<file path="config.mk">
export PLATFORM = sky130hd
export DESIGN_NAME = kronos_xif_ctrl_flat
export DESIGN_NICKNAME = d
export VERILOG_FILES = /design/src/rtl/kronos_pkg.sv /design/src/rtl/kronos_xif_ctrl_if.sv /design/src/rtl/kronos_xif_decoder.sv /design/src/rtl/kronos_xif_ctrl.sv /design/src/flat_wrapper.sv
export SDC_FILE = /design/constraint.sdc
export NUM_CORES = 1
export LEC_CHECK = 0
export ABC_AREA = 1
export CAP_MARGIN = 20
export CORE_AREA = 2 2 136 138
export DETAILED_ROUTE_END_ITERATION = 7
export DIE_AREA = 0 0 138 140
export GPL_TIMING_DRIVEN = 0
export PLACE_DENSITY = 0.73
export SLEW_MARGIN = 15
export SYNTH_ARGS = -nofsm -noshare
export SYNTH_HDL_FRONTEND = slang
export SYNTH_SLANG_ARGS = --single-unit
</file>
<file path="constraint.sdc">
create_clock -name clk_i -period 2.5 [get_ports clk_i]
set_input_delay 0.625 -clock clk_i [delete_from_list [all_inputs] [get_ports clk_i]]
set_output_delay 0.625 -clock clk_i [all_outputs]
set_load 0.01 [all_outputs]
</file>
<file path="src/rtl/kronos_pkg.sv">
// Shared types and encodings for the kronos datapath and its core-v-xif offload controller.
package kronos_pkg;

  localparam logic [6:0] KRONOS_OPCODE     = 7'b0001011;
  localparam logic [1:0] KRONOS_F2         = 2'b00;
  localparam logic [2:0] KRONOS_F3_ROL32_1 = 3'b000;
  localparam logic [2:0] KRONOS_F3_ROL32_2 = 3'b001;

  typedef enum logic [1:0] {
    nada    = 2'd0,
    rol32_1 = 2'd1,
    rol32_2 = 2'd2
  } kronos_insn;

  typedef struct packed {
    logic [31:0] rs1;
    logic [31:0] rs2;
    logic [31:0] rs3;
  } in_t;

  typedef struct packed {
    logic [31:0] rd1;
    logic [31:0] rd2;
  } out_t;

  typedef enum logic [2:0] {
    IDLE        = 3'd0,
    WAIT_COMMIT = 3'd1,
    EXEC        = 3'd2,
    EXEC2       = 3'd3,
    RESP        = 3'd4
  } kronos_ctrl_state_e;

endpackage

</file>
<file path="src/rtl/kronos_xif_ctrl_if.sv">
// core-v-xif issue/commit/result channels as seen by the kronos offload controller.
interface kronos_xif_ctrl_if #(
  parameter int X_ID_WIDTH = 4
);
  logic                  issue_valid_i;
  logic                  issue_ready_o;
  logic [31:0]           issue_instr_i;
  logic [X_ID_WIDTH-1:0] issue_id_i;
  logic [2:0][31:0]      issue_rs_i;
  logic [2:0]            issue_rs_valid_i;
  logic                  issue_accept_o;
  logic                  issue_writeback_o;

  logic                  commit_valid_i;
  logic [X_ID_WIDTH-1:0] commit_id_i;
  logic                  commit_kill_i;

  logic                  result_valid_o;
  logic                  result_ready_i;
  logic [X_ID_WIDTH-1:0] result_id_o;
  logic [31:0]           result_data_o;
  logic [4:0]            result_rd_o;
  logic                  result_we_o;

  // Controller side.
  modport slave (
    input  issue_valid_i, issue_instr_i, issue_id_i, issue_rs_i, issue_rs_valid_i,
    input  commit_valid_i, commit_id_i, commit_kill_i, result_ready_i,
    output issue_ready_o, issue_accept_o, issue_writeback_o,
    output result_valid_o, result_id_o, result_data_o, result_rd_o, result_we_o
  );

  // Core side.
  modport master (
    output issue_valid_i, issue_instr_i, issue_id_i, issue_rs_i, issue_rs_valid_i,
    output commit_valid_i, commit_id_i, commit_kill_i, result_ready_i,
    input  issue_ready_o, issue_accept_o, issue_writeback_o,
    input  result_valid_o, result_id_o, result_data_o, result_rd_o, result_we_o
  );
endinterface

</file>
<file path="src/rtl/kronos_xif_decoder.sv">
// Combinational decode of an offloaded instruction word into a kronos op.
module kronos_xif_decoder
  import kronos_pkg::*;
(
  input  logic [31:0] i_instr,
  output logic        o_hit,
  output kronos_insn  o_insn,
  output logic [4:0]  o_rd
);

  logic w_unused;
  assign w_unused = ^{i_instr[31:27], i_instr[24:15]};

  always_comb begin
    o_hit  = 1'b0;
    o_insn = nada;
    o_rd   = i_instr[11:7];
    if (i_instr[6:0] == KRONOS_OPCODE && i_instr[26:25] == KRONOS_F2) begin
      case (i_instr[14:12])
        KRONOS_F3_ROL32_1: begin o_hit = 1'b1; o_insn = rol32_1; end
        KRONOS_F3_ROL32_2: begin o_hit = 1'b1; o_insn = rol32_2; end
        default: ;
      endcase
    end
  end

endmodule

</file>
<file path="src/rtl/kronos_xif_ctrl.sv">
// Single-outstanding offload controller: issue/commit on xif, sequence kronos, return result.
module kronos_xif_ctrl
  import kronos_pkg::*;
#(
  parameter int X_ID_WIDTH = 4
) (
  input  logic                    clk_i,
  input  logic                    rst_ni,
  kronos_xif_ctrl_if.slave        xif,
  output in_t                     rs_values_o,
  output kronos_insn              insn_o,
  output logic                    result_reg_en_o,
  input  out_t                    rd_values_i
);

  kronos_ctrl_state_e    r_state, w_state_nxt;
  logic [X_ID_WIDTH-1:0] r_id;
  in_t                   r_rs;
  logic [4:0]            r_rd;
  kronos_insn            r_op;
  logic [31:0]           r_data;

  logic       w_hit, w_latch, w_capture;
  kronos_insn w_insn;
  logic [4:0] w_rd;
  logic       w_unused_rd2;

  assign w_unused_rd2 = ^rd_values_i.rd2;

  kronos_xif_decoder u_dec (
    .i_instr (xif.issue_instr_i),
    .o_hit   (w_hit),
    .o_insn  (w_insn),
    .o_rd    (w_rd)
  );

  always_comb begin
    w_state_nxt           = r_state;
    w_latch               = 1'b0;
    w_capture             = 1'b0;
    xif.issue_ready_o     = 1'b0;
    xif.issue_accept_o    = 1'b0;
    xif.issue_writeback_o = 1'b0;
    xif.result_valid_o    = 1'b0;
    xif.result_we_o       = 1'b0;
    insn_o                = nada;
    result_reg_en_o       = 1'b0;
    case (r_state)
      IDLE: begin
        // Misses are always taken (and rejected); hits wait for all operands.
        xif.issue_ready_o = !w_hit || (&xif.issue_rs_valid_i);
        if (xif.issue_valid_i && xif.issue_ready_o && w_hit) begin
          xif.issue_accept_o    = 1'b1;
          xif.issue_writeback_o = 1'b1;
          w_latch               = 1'b1;
          if (xif.commit_valid_i && xif.commit_id_i == xif.issue_id_i)
            w_state_nxt = xif.commit_kill_i ? IDLE : EXEC;
          else
            w_state_nxt = WAIT_COMMIT;
        end
      end
      WAIT_COMMIT: begin
        if (xif.commit_valid_i && xif.commit_id_i == r_id)
          w_state_nxt = xif.commit_kill_i ? IDLE : EXEC;
      end
      EXEC: begin
        if (r_op == rol32_2) begin
          // Two-step op: load kronos' internal register first, read it in EXEC2.
          result_reg_en_o = 1'b1;
          w_state_nxt     = EXEC2;
        end else begin
          insn_o      = rol32_1;
          w_capture   = 1'b1;
          w_state_nxt = RESP;
        end
      end
      EXEC2: begin
        insn_o      = rol32_2;
        w_capture   = 1'b1;
        w_state_nxt = RESP;
      end
      RESP: begin
        xif.result_valid_o = 1'b1;
        xif.result_we_o    = 1'b1;
        if (xif.result_ready_i) w_state_nxt = IDLE;
      end
      default: w_state_nxt = IDLE;
    endcase
  end

  always_ff @(posedge clk_i or negedge rst_ni) begin
    if (!rst_ni) begin
      r_state <= IDLE;
      r_id    <= '0;
      r_rs    <= '0;
      r_rd    <= '0;
      r_op    <= nada;
      r_data  <= '0;
    end else begin
      r_state <= w_state_nxt;
      if (w_latch) begin
        r_id     <= xif.issue_id_i;
        r_rs.rs1 <= xif.issue_rs_i[0];
        r_rs.rs2 <= xif.issue_rs_i[1];
        r_rs.rs3 <= xif.issue_rs_i[2];
        r_rd     <= w_rd;
        r_op     <= w_insn;
      end
      if (w_capture) r_data <= rd_values_i.rd1;
    end
  end

  assign rs_values_o       = r_rs;
  assign xif.result_id_o   = r_id;
  assign xif.result_data_o = r_data;
  assign xif.result_rd_o   = r_rd;

endmodule

</file>
<file path="src/flat_wrapper.sv">
// flat-port wrapper written by rule: the top's interface ports become plain ports
module kronos_xif_ctrl_flat import kronos_pkg::*;
#(
  parameter int X_ID_WIDTH = 4
)
  (clk_i, rst_ni, rs_values_o, insn_o, result_reg_en_o, rd_values_i, xif_issue_valid_i, xif_issue_instr_i, xif_issue_id_i, xif_issue_rs_i, xif_issue_rs_valid_i, xif_commit_valid_i, xif_commit_id_i, xif_commit_kill_i, xif_result_ready_i, xif_issue_ready_o, xif_issue_accept_o, xif_issue_writeback_o, xif_result_valid_o, xif_result_id_o, xif_result_data_o, xif_result_rd_o, xif_result_we_o);
  kronos_xif_ctrl_if #(.X_ID_WIDTH(X_ID_WIDTH)) xif_i ();
  input  logic clk_i;
  input  logic rst_ni;
  output in_t rs_values_o;
  output kronos_insn insn_o;
  output logic result_reg_en_o;
  input  out_t rd_values_i;
  input wire logic [$bits(xif_i.issue_valid_i)-1:0] xif_issue_valid_i;
  input wire logic [$bits(xif_i.issue_instr_i)-1:0] xif_issue_instr_i;
  input wire logic [$bits(xif_i.issue_id_i)-1:0] xif_issue_id_i;
  input wire logic [$bits(xif_i.issue_rs_i)-1:0] xif_issue_rs_i;
  input wire logic [$bits(xif_i.issue_rs_valid_i)-1:0] xif_issue_rs_valid_i;
  input wire logic [$bits(xif_i.commit_valid_i)-1:0] xif_commit_valid_i;
  input wire logic [$bits(xif_i.commit_id_i)-1:0] xif_commit_id_i;
  input wire logic [$bits(xif_i.commit_kill_i)-1:0] xif_commit_kill_i;
  input wire logic [$bits(xif_i.result_ready_i)-1:0] xif_result_ready_i;
  output wire logic [$bits(xif_i.issue_ready_o)-1:0] xif_issue_ready_o;
  output wire logic [$bits(xif_i.issue_accept_o)-1:0] xif_issue_accept_o;
  output wire logic [$bits(xif_i.issue_writeback_o)-1:0] xif_issue_writeback_o;
  output wire logic [$bits(xif_i.result_valid_o)-1:0] xif_result_valid_o;
  output wire logic [$bits(xif_i.result_id_o)-1:0] xif_result_id_o;
  output wire logic [$bits(xif_i.result_data_o)-1:0] xif_result_data_o;
  output wire logic [$bits(xif_i.result_rd_o)-1:0] xif_result_rd_o;
  output wire logic [$bits(xif_i.result_we_o)-1:0] xif_result_we_o;
  assign xif_i.issue_valid_i = xif_issue_valid_i;
  assign xif_i.issue_instr_i = xif_issue_instr_i;
  assign xif_i.issue_id_i = xif_issue_id_i;
  assign xif_i.issue_rs_i = xif_issue_rs_i;
  assign xif_i.issue_rs_valid_i = xif_issue_rs_valid_i;
  assign xif_i.commit_valid_i = xif_commit_valid_i;
  assign xif_i.commit_id_i = xif_commit_id_i;
  assign xif_i.commit_kill_i = xif_commit_kill_i;
  assign xif_i.result_ready_i = xif_result_ready_i;
  assign xif_issue_ready_o = xif_i.issue_ready_o;
  assign xif_issue_accept_o = xif_i.issue_accept_o;
  assign xif_issue_writeback_o = xif_i.issue_writeback_o;
  assign xif_result_valid_o = xif_i.result_valid_o;
  assign xif_result_id_o = xif_i.result_id_o;
  assign xif_result_data_o = xif_i.result_data_o;
  assign xif_result_rd_o = xif_i.result_rd_o;
  assign xif_result_we_o = xif_i.result_we_o;
  kronos_xif_ctrl #(.X_ID_WIDTH(X_ID_WIDTH)) u_core (.clk_i(clk_i), .rst_ni(rst_ni), .xif(xif_i), .rs_values_o(rs_values_o), .insn_o(insn_o), .result_reg_en_o(result_reg_en_o), .rd_values_i(rd_values_i));
endmodule
</file>
==> impl_metrics.env, run 1 <==
export IMPL_critPathMaxFanout=4
export IMPL_grt_ovfl_total=0
export IMPL_hold_class="input pin to async pin"
export IMPL_p_leak_uw=0.00501
export IMPL_syn_area_per_cell_um2=8.50
export IMPL_synthCells=678
export IMPL_core_um2=17800
export IMPL_gr_usage_all_layers=0.191
export IMPL_critical_path_required_ns=1.88
export IMPL_reg2reg_from="u_core.r_state[0]$_DFFE_PN0P_"
export IMPL_drt_initial_drc_count=213
export IMPL_rsz0062_at_grt="no"
export IMPL_nFillCells=1589
export IMPL_finalMaxSlewViolations=0
export IMPL_drive_gt1_frac=0.0765
export IMPL_clock_path_buffers=2
export IMPL_worstSetupEndpointType="output port"
export IMPL_critPathLaunch="xif_issue_instr_i[6]"
export IMPL_fmax_ghz=0.410
export IMPL_htreeDepth=4
export IMPL_wire_per_inst_um=14.5
export IMPL_die_area_um2=19300
export IMPL_antenna_found_initial=0
export IMPL_min_period_ns=2.44
export IMPL_routed_via_density=4.34
export IMPL_drtAntennaViolNets=0
export IMPL_area_growth_pct=71.7
export IMPL_syn_nets=887
export IMPL_tns_ns=0
export IMPL_clk_latency_ns=0.41
export IMPL_hpwl_um=13500
export IMPL_post_route_period_util=0.975
export IMPL_start_util=0.324
export IMPL_die_height_um=140
export IMPL_status="completed"
export IMPL_slew_headroom=0.598
export IMPL_powerDensity_nw_per_um2=627
export IMPL_path_clk_slew_ns=0.06
export IMPL_synth_cell_types=20
export IMPL_die_width_um=138
export IMPL_numCtsBuffers=17
export IMPL_crit_path_start_kind="input pin"
export IMPL_totalPowerFinal_uw=6210
export IMPL_yosysSeqAreaShare=0.617
export IMPL_wirelength_um=18100
export IMPL_cts_sinks=142
export IMPL_yosysWarnings=0
export IMPL_num_vias=5420
export IMPL_gp_congestion=0.820
export IMPL_worstPathArrival_ns=1.81
export IMPL_final_util=0.556
export IMPL_grt_pass1_wl_um=29300
export IMPL_layout_nets=1217
export IMPL_antenna_cells=0
export IMPL_first_global_vias=5498
export IMPL_drc=0
export IMPL_worst_pin_slew_ns=0.603
export IMPL_peakVddDrop_v=0.000454
export IMPL_num_rows=49
export IMPL_grt_max_degree=73
export IMPL_path_class="input pin to output port"
export IMPL_skew_ns=0.00833
export IMPL_synth_seq_cells=142
export IMPL_design_portCount=354
export IMPL_synth_area_um2=5760
export IMPL_drv_cap=0
export IMPL_clock_root_buffer="clkbuf_16"
export IMPL_drt_pass1_iterations=4
export IMPL_timing_hold_ws_ns=0.156
export IMPL_io_buffers=306
export IMPL_finalHoldViolCount=0
export IMPL_cts_tree="built"
export IMPL_ctsHoldBuffers=0
export IMPL_setup_violations=0
==> cells in the final DEF, fill, tap and decap left out, types with 3 or more instances in the layout <==
| cell type | synthesis | final |
|---|---|---|
| nor2_1 | 18 | 16 |
| dfrtp_1 | 142 | 142 |
| dlymetal6s2s_1 | 0 | 10 |
| clkdlybuf4s50_1 | 0 | 291 |
| buf_2 | 8 | 9 |
| clkbuf_16 | 0 | 17 |
| nand3_1 | 8 | 8 |
| buf_6 | 15 | 17 |
| buf_4 | 4 | 8 |
| clkbuf_1 | 4 | 5 |
| nor2_2 | 1 | 3 |
| nor3_2 | 1 | 3 |
| inv_1 | 23 | 23 |
| clkinv_4 | 0 | 5 |
| bufinv_16 | 0 | 6 |
| nand2_1 | 432 | 432 |
| o21ai_0 | 7 | 7 |
| a21oi_1 | 3 | 3 |
==> report_power, final <==
part	internal [µW]	total (µW)	switching, µW	leakage (µW)
combinational	513	818	305	0.00287
clock	1880	2880	1000	0.000325
sequential	2430	2510	77.7	0.00182
total	4820	6210	1380	0.00501
==> cells by family after synthesis <==
logic type,synth area share
AOI/OAI and AO/OA,0.00868
xor gates and xnor gates,0.00304
DFF,0.617
and+or+nand+nor,0.311
buffers and inverters,0.0610
==> routing by layer <==
layer,GRT usage,wire [µm]
met1,0.231,7600
met5,0,0
met4,0.0612,320
met3,0.0745,1720
met2,0.313,8500
==> registers in the layout (all words and copies together), names as in the netlist <==
| register | cells |
|---|---|
| u_core.xif.result_rd_o | 5 |
| u_core.r_op | 2 |
| u_core.xif.result_id_o | 4 |
| u_core.r_state | 3 |
| u_core.xif.result_data_o | 32 |
| u_core.rs_values_o | 96 |
==> area by class of cell <==
| cell class | instances | area [µm²] | area share |
|---|---|---|---|
| sequential | 142 | 3550 | 0.359 |
| timing repair buffer | 312 | 3150 | 0.318 |
| multi-input combinational | 479 | 1880 | 0.190 |
| clock buffer | 18 | 429 | 0.0434 |
| tap | 229 | 287 | 0.0290 |
| buffer | 30 | 253 | 0.0256 |
| clock inverter | 13 | 238 | 0.0240 |
| inverter | 26 | 103 | 0.0104 |
==> path summary, 6_finish.rpt <==
kind | end | slack [ns] | cells past startpoint
setup / recovery | xif_issue_writeback_o | 0.06 | 7
hold / removal | u_core.rs_values_o[0]$_DFFE_PN0P_ | 0.16 | 1
setup reg to reg | u_core.rs_values_o[54]$_DFFE_PN0P_ | 0.59 | 8
hold reg to reg | u_core.rs_values_o[53]$_DFFE_PN0P_ | 0.48 | 2
max in group asynchronous | u_core.rs_values_o[31]$_DFFE_PN0P_ | 1.58 | 2
min in group clk_i | u_core.rs_values_o[53]$_DFFE_PN0P_ | 0.48 | 2
==> worst max-delay path, cell delays in order <==
cell,delay (ns)
clkdlybuf4s50_1,0.41
nor3_2,0.22
and2_4,0.19
nand3_4,0.09
clkinv_4,0.10
buf_6,0.09
buf_6,0.09
==> synth_stat cells, drive strengths merged <==
cell,number,area (µm²)
nand3,9,50.1
nand2,432,1620
dfrtp,142,3550
buf,27,239
o21ai,7,35.0
xnor2,2,17.5
inv,26,97.6
nand4,1,6.26
or2,1,6.26
a21oi,3,15.0
nor2,19,73.8
clkbuf,4,15.0
nor3,4,25.0
and2,1,6.26
==> metrics by stage <==
stage / cell area (µm²) / std cells / setup slack [ns]
after floorplan: 5760 / 678 / 0.311
after global placement: 9110 / 1213 / -5.09
after detailed placement: 9140 / 1214 / -0.856
after CTS: 9860 / 1249 / -0.0592
after global routing: 9890 / 1249 / 0.00101
final: 9890 / 1249 / 0.0615
==> what timing repair did <==
| item | CTS | global route |
|---|---|---|
| buffers inserted | 5 | 0 |
| endpoints found under the setup margin | 4 | 5 |
| cloned | 0 | 0 |
| gates resized for setup | 21 | 14 |
| pin swaps | 1 | 7 |
Power figures use the tool's default switching activity.
==> inputs of run 2 (changes only) <==
--- a/config.mk
+++ b/config.mk
@@ -7,11 +7,13 @@
 export LEC_CHECK = 0
 export ABC_AREA = 1
 export CAP_MARGIN = 20
-export CORE_AREA = 2 2 136 138
+export CELL_PAD_IN_SITES_DETAIL_PLACEMENT = 1
+export CELL_PAD_IN_SITES_GLOBAL_PLACEMENT = 2
+export CORE_MARGIN = 2
+export CORE_UTILIZATION = 19
 export DETAILED_ROUTE_END_ITERATION = 7
-export DIE_AREA = 0 0 138 140
 export GPL_TIMING_DRIVEN = 0
-export PLACE_DENSITY = 0.73
+export PLACE_DENSITY = 0.79
 export SLEW_MARGIN = 15
 export SYNTH_ARGS = -nofsm -noshare
 export SYNTH_HDL_FRONTEND = slang
==> run 2 against run 1 <==
Clock skew up 0.0077 ns. Sequential share of layout area down 0.62 points. Routed wire length increased by 24%. Final cell count increased by 13%. First-iteration DRC count down 0.47%. Combinational power up 2.6%. Sequential power about the same. Worst setup slack worse by 0.060 ns. Critical endpoint unchanged.
==> impl_metrics.env, run 2 (synthesized netlist as in run 1, its figures left out) <==
export IMPL_pwr_share_seq=0.422
export IMPL_post_route_period_util=0.999
export IMPL_min_period_ns=2.50
export IMPL_fmax_ghz=0.400
export IMPL_gp_congestion=0.745
export IMPL_io_buffers=306
export IMPL_antenna_found_initial=0
export IMPL_area_growth_pct=74.7
export IMPL_timing_hold_ws_ns=0.163
export IMPL_clk_latency_ns=0.42
export IMPL_cts_sinks=142
export IMPL_routed_via_density=3.92
export IMPL_num_rows=63
export IMPL_drive_gt1_frac=0.0848
export IMPL_setup_violations=0
export IMPL_rsz0062_at_grt="yes"
export IMPL_slew_headroom=0.604
export IMPL_cp_slowest_stage_delay_ns=0.41
export IMPL_gr_usage_all_layers=0.143
export IMPL_worst_path_buf_inv=4
export IMPL_drt_initial_drc_count=212
export IMPL_p_leak_uw=0.00495
export IMPL_place_ws_ns=-1.01
export IMPL_worst_pin_slew_ns=0.594
export IMPL_totalPowerFinal_uw=5950
export IMPL_clkPwrFrac=0.437
export IMPL_clock_path_buffers=2
export IMPL_design_area_um2=10100
export IMPL_finalMaxSlewViolations=0
export IMPL_p_int_uw=4450
export IMPL_critPathMostFrequentCell="buf_6"
export IMPL_powerDensity_nw_per_um2=591
export IMPL_worstSetupEndpointType="output port"
export IMPL_ctsHoldBuffers=0
export IMPL_status="completed"
export IMPL_path_class="input pin to output port"
export IMPL_core_um2=29700
export IMPL_grt_max_degree=73
export IMPL_setup_ws_ns=0.00182
export IMPL_dpl_cell_area_um2=9350
export IMPL_worstPathArrival_ns=1.87
export IMPL_cp_cell_sequence="clkdlybuf4s50_1 > nor2_2 > nand2_4 > nor2_4 > and2_4 > nand3_4 > clkinv_4 > buf_6 > buf_6"
export IMPL_hold_class="input pin to async pin"
export IMPL_start_util=0.194
export IMPL_critical_path_required_ns=1.88
export IMPL_num_vias=5552
export IMPL_wire_per_inst_um=15.8
export IMPL_wirelength_um=22400
export IMPL_htreeDepth=4
export IMPL_peakVddDrop_v=0.000348
export IMPL_skew_ns=0.0160
export IMPL_crit_slowest_cell="clkdlybuf4s50_1"
export IMPL_grt_pass1_wl_um=34700
export IMPL_numCtsBuffers=17
export IMPL_comb_power_share=0.141
export IMPL_cts_tree="built"
export IMPL_first_global_vias=6139
export IMPL_die_width_um=178
export IMPL_finalHoldViolCount=0
export IMPL_die_height_um=178
export IMPL_clock_root_buffer="clkbuf_16"
export IMPL_layout_commonest_cell="nand2_1"
export IMPL_critPathMaxFanout=3
export IMPL_switching_share=0.252
export IMPL_hpwl_um=16500
export IMPL_final_util=0.339
export IMPL_drc=0
export IMPL_design_portCount=354
export IMPL_drv_cap=0
export IMPL_layout_nets=1223
export IMPL_die_area_um2=31700
export IMPL_antenna_cells=0
export IMPL_drtAntennaViolNets=0
export IMPL_crit_path_start_kind="input pin"
export IMPL_path_clk_slew_ns=0.07
export IMPL_largest_reg_flops=96
export IMPL_grt_ovfl_total=0
export IMPL_drt_pass1_iterations=4
export IMPL_path_delay_family="buffers and inverters"
export IMPL_switchingPower_uw=1500
export IMPL_layout_common_cells="nand2_1 (431), clkdlybuf4s50_1 (296), dfrtp_1 (142)"
run 2: cell count changes in the layout (fill, tap and decap cells not counted), moves of 2 or more:
cell / delta
clkdlybuf4s50_1: +5
bufinv_16: -4
dlymetal6s2s_1: -5
clkinv_4: -2
clkinvlp_4: +3
buf_4: +6
run 2: final timing paths:
kind | start | cells past startpoint | to | slack, ns
max | xif_issue_instr_i[14] | 9 | xif_issue_writeback_o | 0.002
min | rst_ni | 1 | u_core.rs_values_o[45]$_DFFE_PN0P_ | 0.16
max reg2reg | u_core.r_state[2]$_DFFE_PN0P_ | 10 | u_core.rs_values_o[7]$_DFFE_PN0P_ | 0.36
min reg2reg | u_core.rs_values_o[91]$_DFFE_PN0P_ | 2 | u_core.rs_values_o[91]$_DFFE_PN0P_ | 0.48
max in group asynchronous | rst_ni | 2 | u_core.xif.result_data_o[31]$_DFFE_PN0P_ | 1.54
min in group clk_i | u_core.rs_values_o[91]$_DFFE_PN0P_ | 2 | u_core.rs_values_o[91]$_DFFE_PN0P_ | 0.48
run 2: what timing repair did:
item | in CTS | in global routing
endpoints found under the setup margin | 6 | 6
pin swaps | 2 | 4
setup buffers | 9 | 2
resized for setup | 23 | 14
run 2: layout make-up:
class                           instances  area (µm²)
Buffer                                 30         253
Clock buffer                           19         443
Clock inverter                         12         136
Fill cell                            3496       19700
Inverter                               26         103
Multi-Input combinational cell        479        1900
Sequential cell                       142        3550
Tap cell                              390         488
Timing Repair Buffer                  318        3190
run 2: power by group through the flow:
stage	Combinational [µW]	Sequential, µW	Clock (µW)
finish	839	2510	2600
global route	919	2530	2810
CTS	855	2510	2720
global placement	836	2550	0
floorplan	140	2610	0
detailed placement	849	2550	0
run 2: stage by stage:
stage                     TNS [ns]  instances
after global routing       -0.0909       1416
after detailed placement     -6.71       1375
after CTS                  -0.0682       1414
final                            0       1416
after global placement     -813.87       1374
after floorplan                  0        678
run 2: per-layer routing:
metal  routed length (µm)  GRT usage
met5                    0          0
met4                  168     0.0318
met3                 2210     0.0592
met2                10500      0.241
met1                 9570      0.171
==> inputs of run 3 (changes only) <==
--- a/config.mk
+++ b/config.mk
@@ -10,11 +10,12 @@
 export CELL_PAD_IN_SITES_DETAIL_PLACEMENT = 1
 export CELL_PAD_IN_SITES_GLOBAL_PLACEMENT = 2
 export CORE_MARGIN = 2
-export CORE_UTILIZATION = 19
+export CORE_UTILIZATION = 20
 export DETAILED_ROUTE_END_ITERATION = 7
 export GPL_TIMING_DRIVEN = 0
-export PLACE_DENSITY = 0.79
+export PLACE_DENSITY = 0.82
 export SLEW_MARGIN = 15
 export SYNTH_ARGS = -nofsm -noshare
 export SYNTH_HDL_FRONTEND = slang
+export SYNTH_HIERARCHICAL = 1
 export SYNTH_SLANG_ARGS = --single-unit
==> run 3 against run 2 <==
Global-route usage down 0.082 points. Final cell count about the same. Worst setup slack better by 0.096 ns. Die area down 2.3%. First-iteration DRC count down 7.5%. Via count up 0.34%. Critical endpoint is now xif_result_we_o.
==> impl_metrics.env, run 3 <==
export IMPL_antenna_cells=0
export IMPL_core_um2=28900
export IMPL_worstPathArrival_ns=1.78
export IMPL_worstRegToRegCells=9
export IMPL_synthArstFlopShare=1.00
export IMPL_slew_headroom=0.650
export IMPL_numCtsBuffers=17
export IMPL_seq_area_um2=3550
export IMPL_cp_slowest_stage_delay_ns=0.52
export IMPL_num_rows=62
export IMPL_drt_initial_drc_count=196
export IMPL_status="completed"
export IMPL_rsz0062_at_grt="no"
export IMPL_drtAntennaViolNets=0
export IMPL_gp_congestion=0.759
export IMPL_drive_gt1_frac=0.131
export IMPL_hold_class="input pin to async pin"
export IMPL_synth_edf_count=0
export IMPL_cts_tree="built"
export IMPL_grt_pass1_wl_um=34200
export IMPL_worstSetupEndpointType="output port"
export IMPL_skew_ns=0.0146
export IMPL_die_height_um=176
export IMPL_wirelength_um=21800
export IMPL_critical_path_required_ns=1.88
export IMPL_start_util=0.205
export IMPL_clkPwrFrac=0.371
export IMPL_crit_path_start_kind="flop"
export IMPL_antenna_found_initial=1
export IMPL_wire_per_inst_um=15.4
export IMPL_worst_path_buf_inv=3
export IMPL_hpwl_um=16100
export IMPL_yosysSeqAreaShare=0.600
export IMPL_drc=0
export IMPL_min_period_ns=2.40
export IMPL_io_buffers=301
export IMPL_peakVddDrop_v=0.000383
export IMPL_multi_input_area_um2=2010
export IMPL_p_leak_uw=0.00503
export IMPL_cp_cell_sequence="inv_2 > nand2_2 > nor2_4 > buf_4 > clkdlybuf4s50_1"
export IMPL_layout_common_cells="nand2_1 (391), clkdlybuf4s50_1 (285), dfrtp_1 (141)"
export IMPL_num_vias=5571
export IMPL_first_global_vias=6132
export IMPL_critPathMaxFanout=5
export IMPL_syn_area_per_cell_um2=8.61
export IMPL_cts_sinks=142
export IMPL_grt_max_degree=91
export IMPL_switchingPower_uw=2170
export IMPL_p_int_uw=5230
export IMPL_timing_hold_ws_ns=0.115
export IMPL_synthTopCellsByArea="dfrtp_1 (60%), nand2_1 (25%), nand2_2 (2.0%), o21ai_1 (1.8%), buf_6 (1.7%)"
export IMPL_area_growth_pct=71.4
export IMPL_drt_pass1_iterations=4
export IMPL_finalHoldViolCount=0
export IMPL_gr_usage_all_layers=0.142
export IMPL_clk_latency_ns=0.41
export IMPL_synth_area_um2=5920
export IMPL_finalMaxSlewViolations=0
export IMPL_pwr_share_seq=0.371
export IMPL_comb_power_share=0.258
export IMPL_largest_reg_flops=96
export IMPL_path_delay_family="buffers and inverters"
export IMPL_fmax_ghz=0.416
export IMPL_path_clk_slew_ns=0.07
export IMPL_design_portCount=354
export IMPL_final_util=0.351
export IMPL_die_width_um=176
export IMPL_ys_top_cells_by_count="nand2_1 (392), dfrtp_1 (142), inv_1 (24), o21ai_1 (21), nand2_2 (19)"
export IMPL_yosys_area_top_type="dfrtp_1"
export IMPL_nFillCells=3398
export IMPL_yosysMostFrequentCell="nand2_1"
export IMPL_drv_cap=0
export IMPL_crit_cells=5
export IMPL_clock_root_buffer="clkbuf_16"
export IMPL_yosysWarnings=6
export IMPL_crit_slowest_cell="clkdlybuf4s50_1"
export IMPL_synth_cell_types=22
export IMPL_path_class="flop to output port"
export IMPL_ys_flop_type="dfrtp_1"
export IMPL_synth_top_area_share=0.600
export IMPL_die_area_um2=31000
export IMPL_synth_seq_cells=142
export IMPL_worst_pin_slew_ns=0.525
export IMPL_layout_nets=1229
export IMPL_syn_nets=897
export IMPL_setup_violations=0
export IMPL_switching_share=0.293
export IMPL_clock_path_buffers=2
export IMPL_layout_commonest_cell="nand2_1"
export IMPL_routed_via_density=3.93
export IMPL_htreeDepth=4
export IMPL_grt_ovfl_total=0
export IMPL_powerDensity_nw_per_um2=729
export IMPL_synthCells=688
export IMPL_post_route_period_util=0.961
-- run 3: changes by cell type in the layout (fill, tap and decap cells not counted), moves of 8 or more --
cell | previous run | this run
o21ai_0 | 7 | 16
buf_2 | 8 | 24
nor2_1 | 15 | 5
nand2_1 | 431 | 391
clkdlybuf4s50_1 | 296 | 285
buf_4 | 14 | 22
o21ai_1 | 0 | 21
nand2_2 | 0 | 20
-- run 3: kinds of logic (layout without fill, tap and decap cells) --
family                 Yosys count  in the layout  synth area share
buffers and inverters           66            411            0.0659
AO/OA/AOI/OAI                   41             41            0.0370
AND/OR/NAND/NOR                438            438             0.295
flip-flops                     142            142             0.600
XOR/XNOR                         1              1           0.00148
-- run 3: what timing repair did --
item | CTS | global route
endpoints found under the setup margin | 8 | 5
pin swaps | 11 | 7
setup buffers | 11 | 1
hold buffers | 0 | 0
resized for setup | 58 | 9
-- run 3: power groups by stage --
| stage | combinational [µW] | clock [µW] | sequential (µW) |
|---|---|---|---|
| after floorplan | 700 | 0 | 2910 |
| after global placement | 1870 | 0 | 2790 |
| after detailed placement | 1900 | 0 | 2800 |
| after CTS | 1930 | 2860 | 2750 |
| after global routing | 2100 | 2960 | 2790 |
| final | 1910 | 2740 | 2750 |
-- run 3: cell type report --
cell class	instances	share of cell area
buffer	38	0.0290
clock buffer	18	0.0433
clock inverter	14	0.0179
inverter	27	0.0105
multi-input combinational	480	0.198
sequential	142	0.350
tap	384	0.0473
timing repair buffer	314	0.304
-- run 3: worst reg2reg max path: cells and delay by family (launching register included) --
family                 cells  cell delay (ns)
AND/OR/NAND/NOR            4             0.37
flip-flops                 1             0.45
buffers and inverters      5             0.83
-- run 3: path summary, 6_finish.rpt --
check	startpoint	to	slack (ns)
setup / recovery	u_core/r_state[0]$_DFFE_PN0P_	xif_result_we_o	0.1
hold / removal	rst_ni	u_core/xif.result_data_o[6]$_DFFE_PN0P_	0.11
setup reg to reg	u_core/r_state[2]$_DFFE_PN0P_	u_core/rs_values_o[35]$_DFFE_PN0P_	0.80
hold reg to reg	u_core/xif.result_data_o[13]$_DFFE_PN0P_	u_core/xif.result_data_o[13]$_DFFE_PN0P_	0.48
max in group asynchronous	rst_ni	u_core/rs_values_o[8]$_DFFE_PN0P_	1.52
min in group clk_i	xif_issue_instr_i[7]	u_core/xif.result_rd_o[0]$_DFFE_PN0P_	0.41
-- run 3: layer usage --
metal  wire length, µm  share of wire  up-vias  GRT usage
met4               393          0.018        0     0.0420
met3              1890          0.086       17     0.0551
met2             10300           0.47      206      0.234
met5                 0              0        -          0
li1                  -              -     2750          -
met1              9280           0.43     2598      0.173
-- run 3: through the flow --
stage	std cells	setup WS [ns]	TNS (ns)	total power, µW	instance area [µm²]
CTS	1417	-0.0148	-0.0148	7540	10200
detailed placement	1374	-1.38	-34.41	4700	9450
finish	1417	0.0974	0	7390	10100
global placement	1373	-5.77	-844.94	4660	9410
global route	1417	0.000297	0	7860	10100
floorplan	688	0.141	0	3610	5920
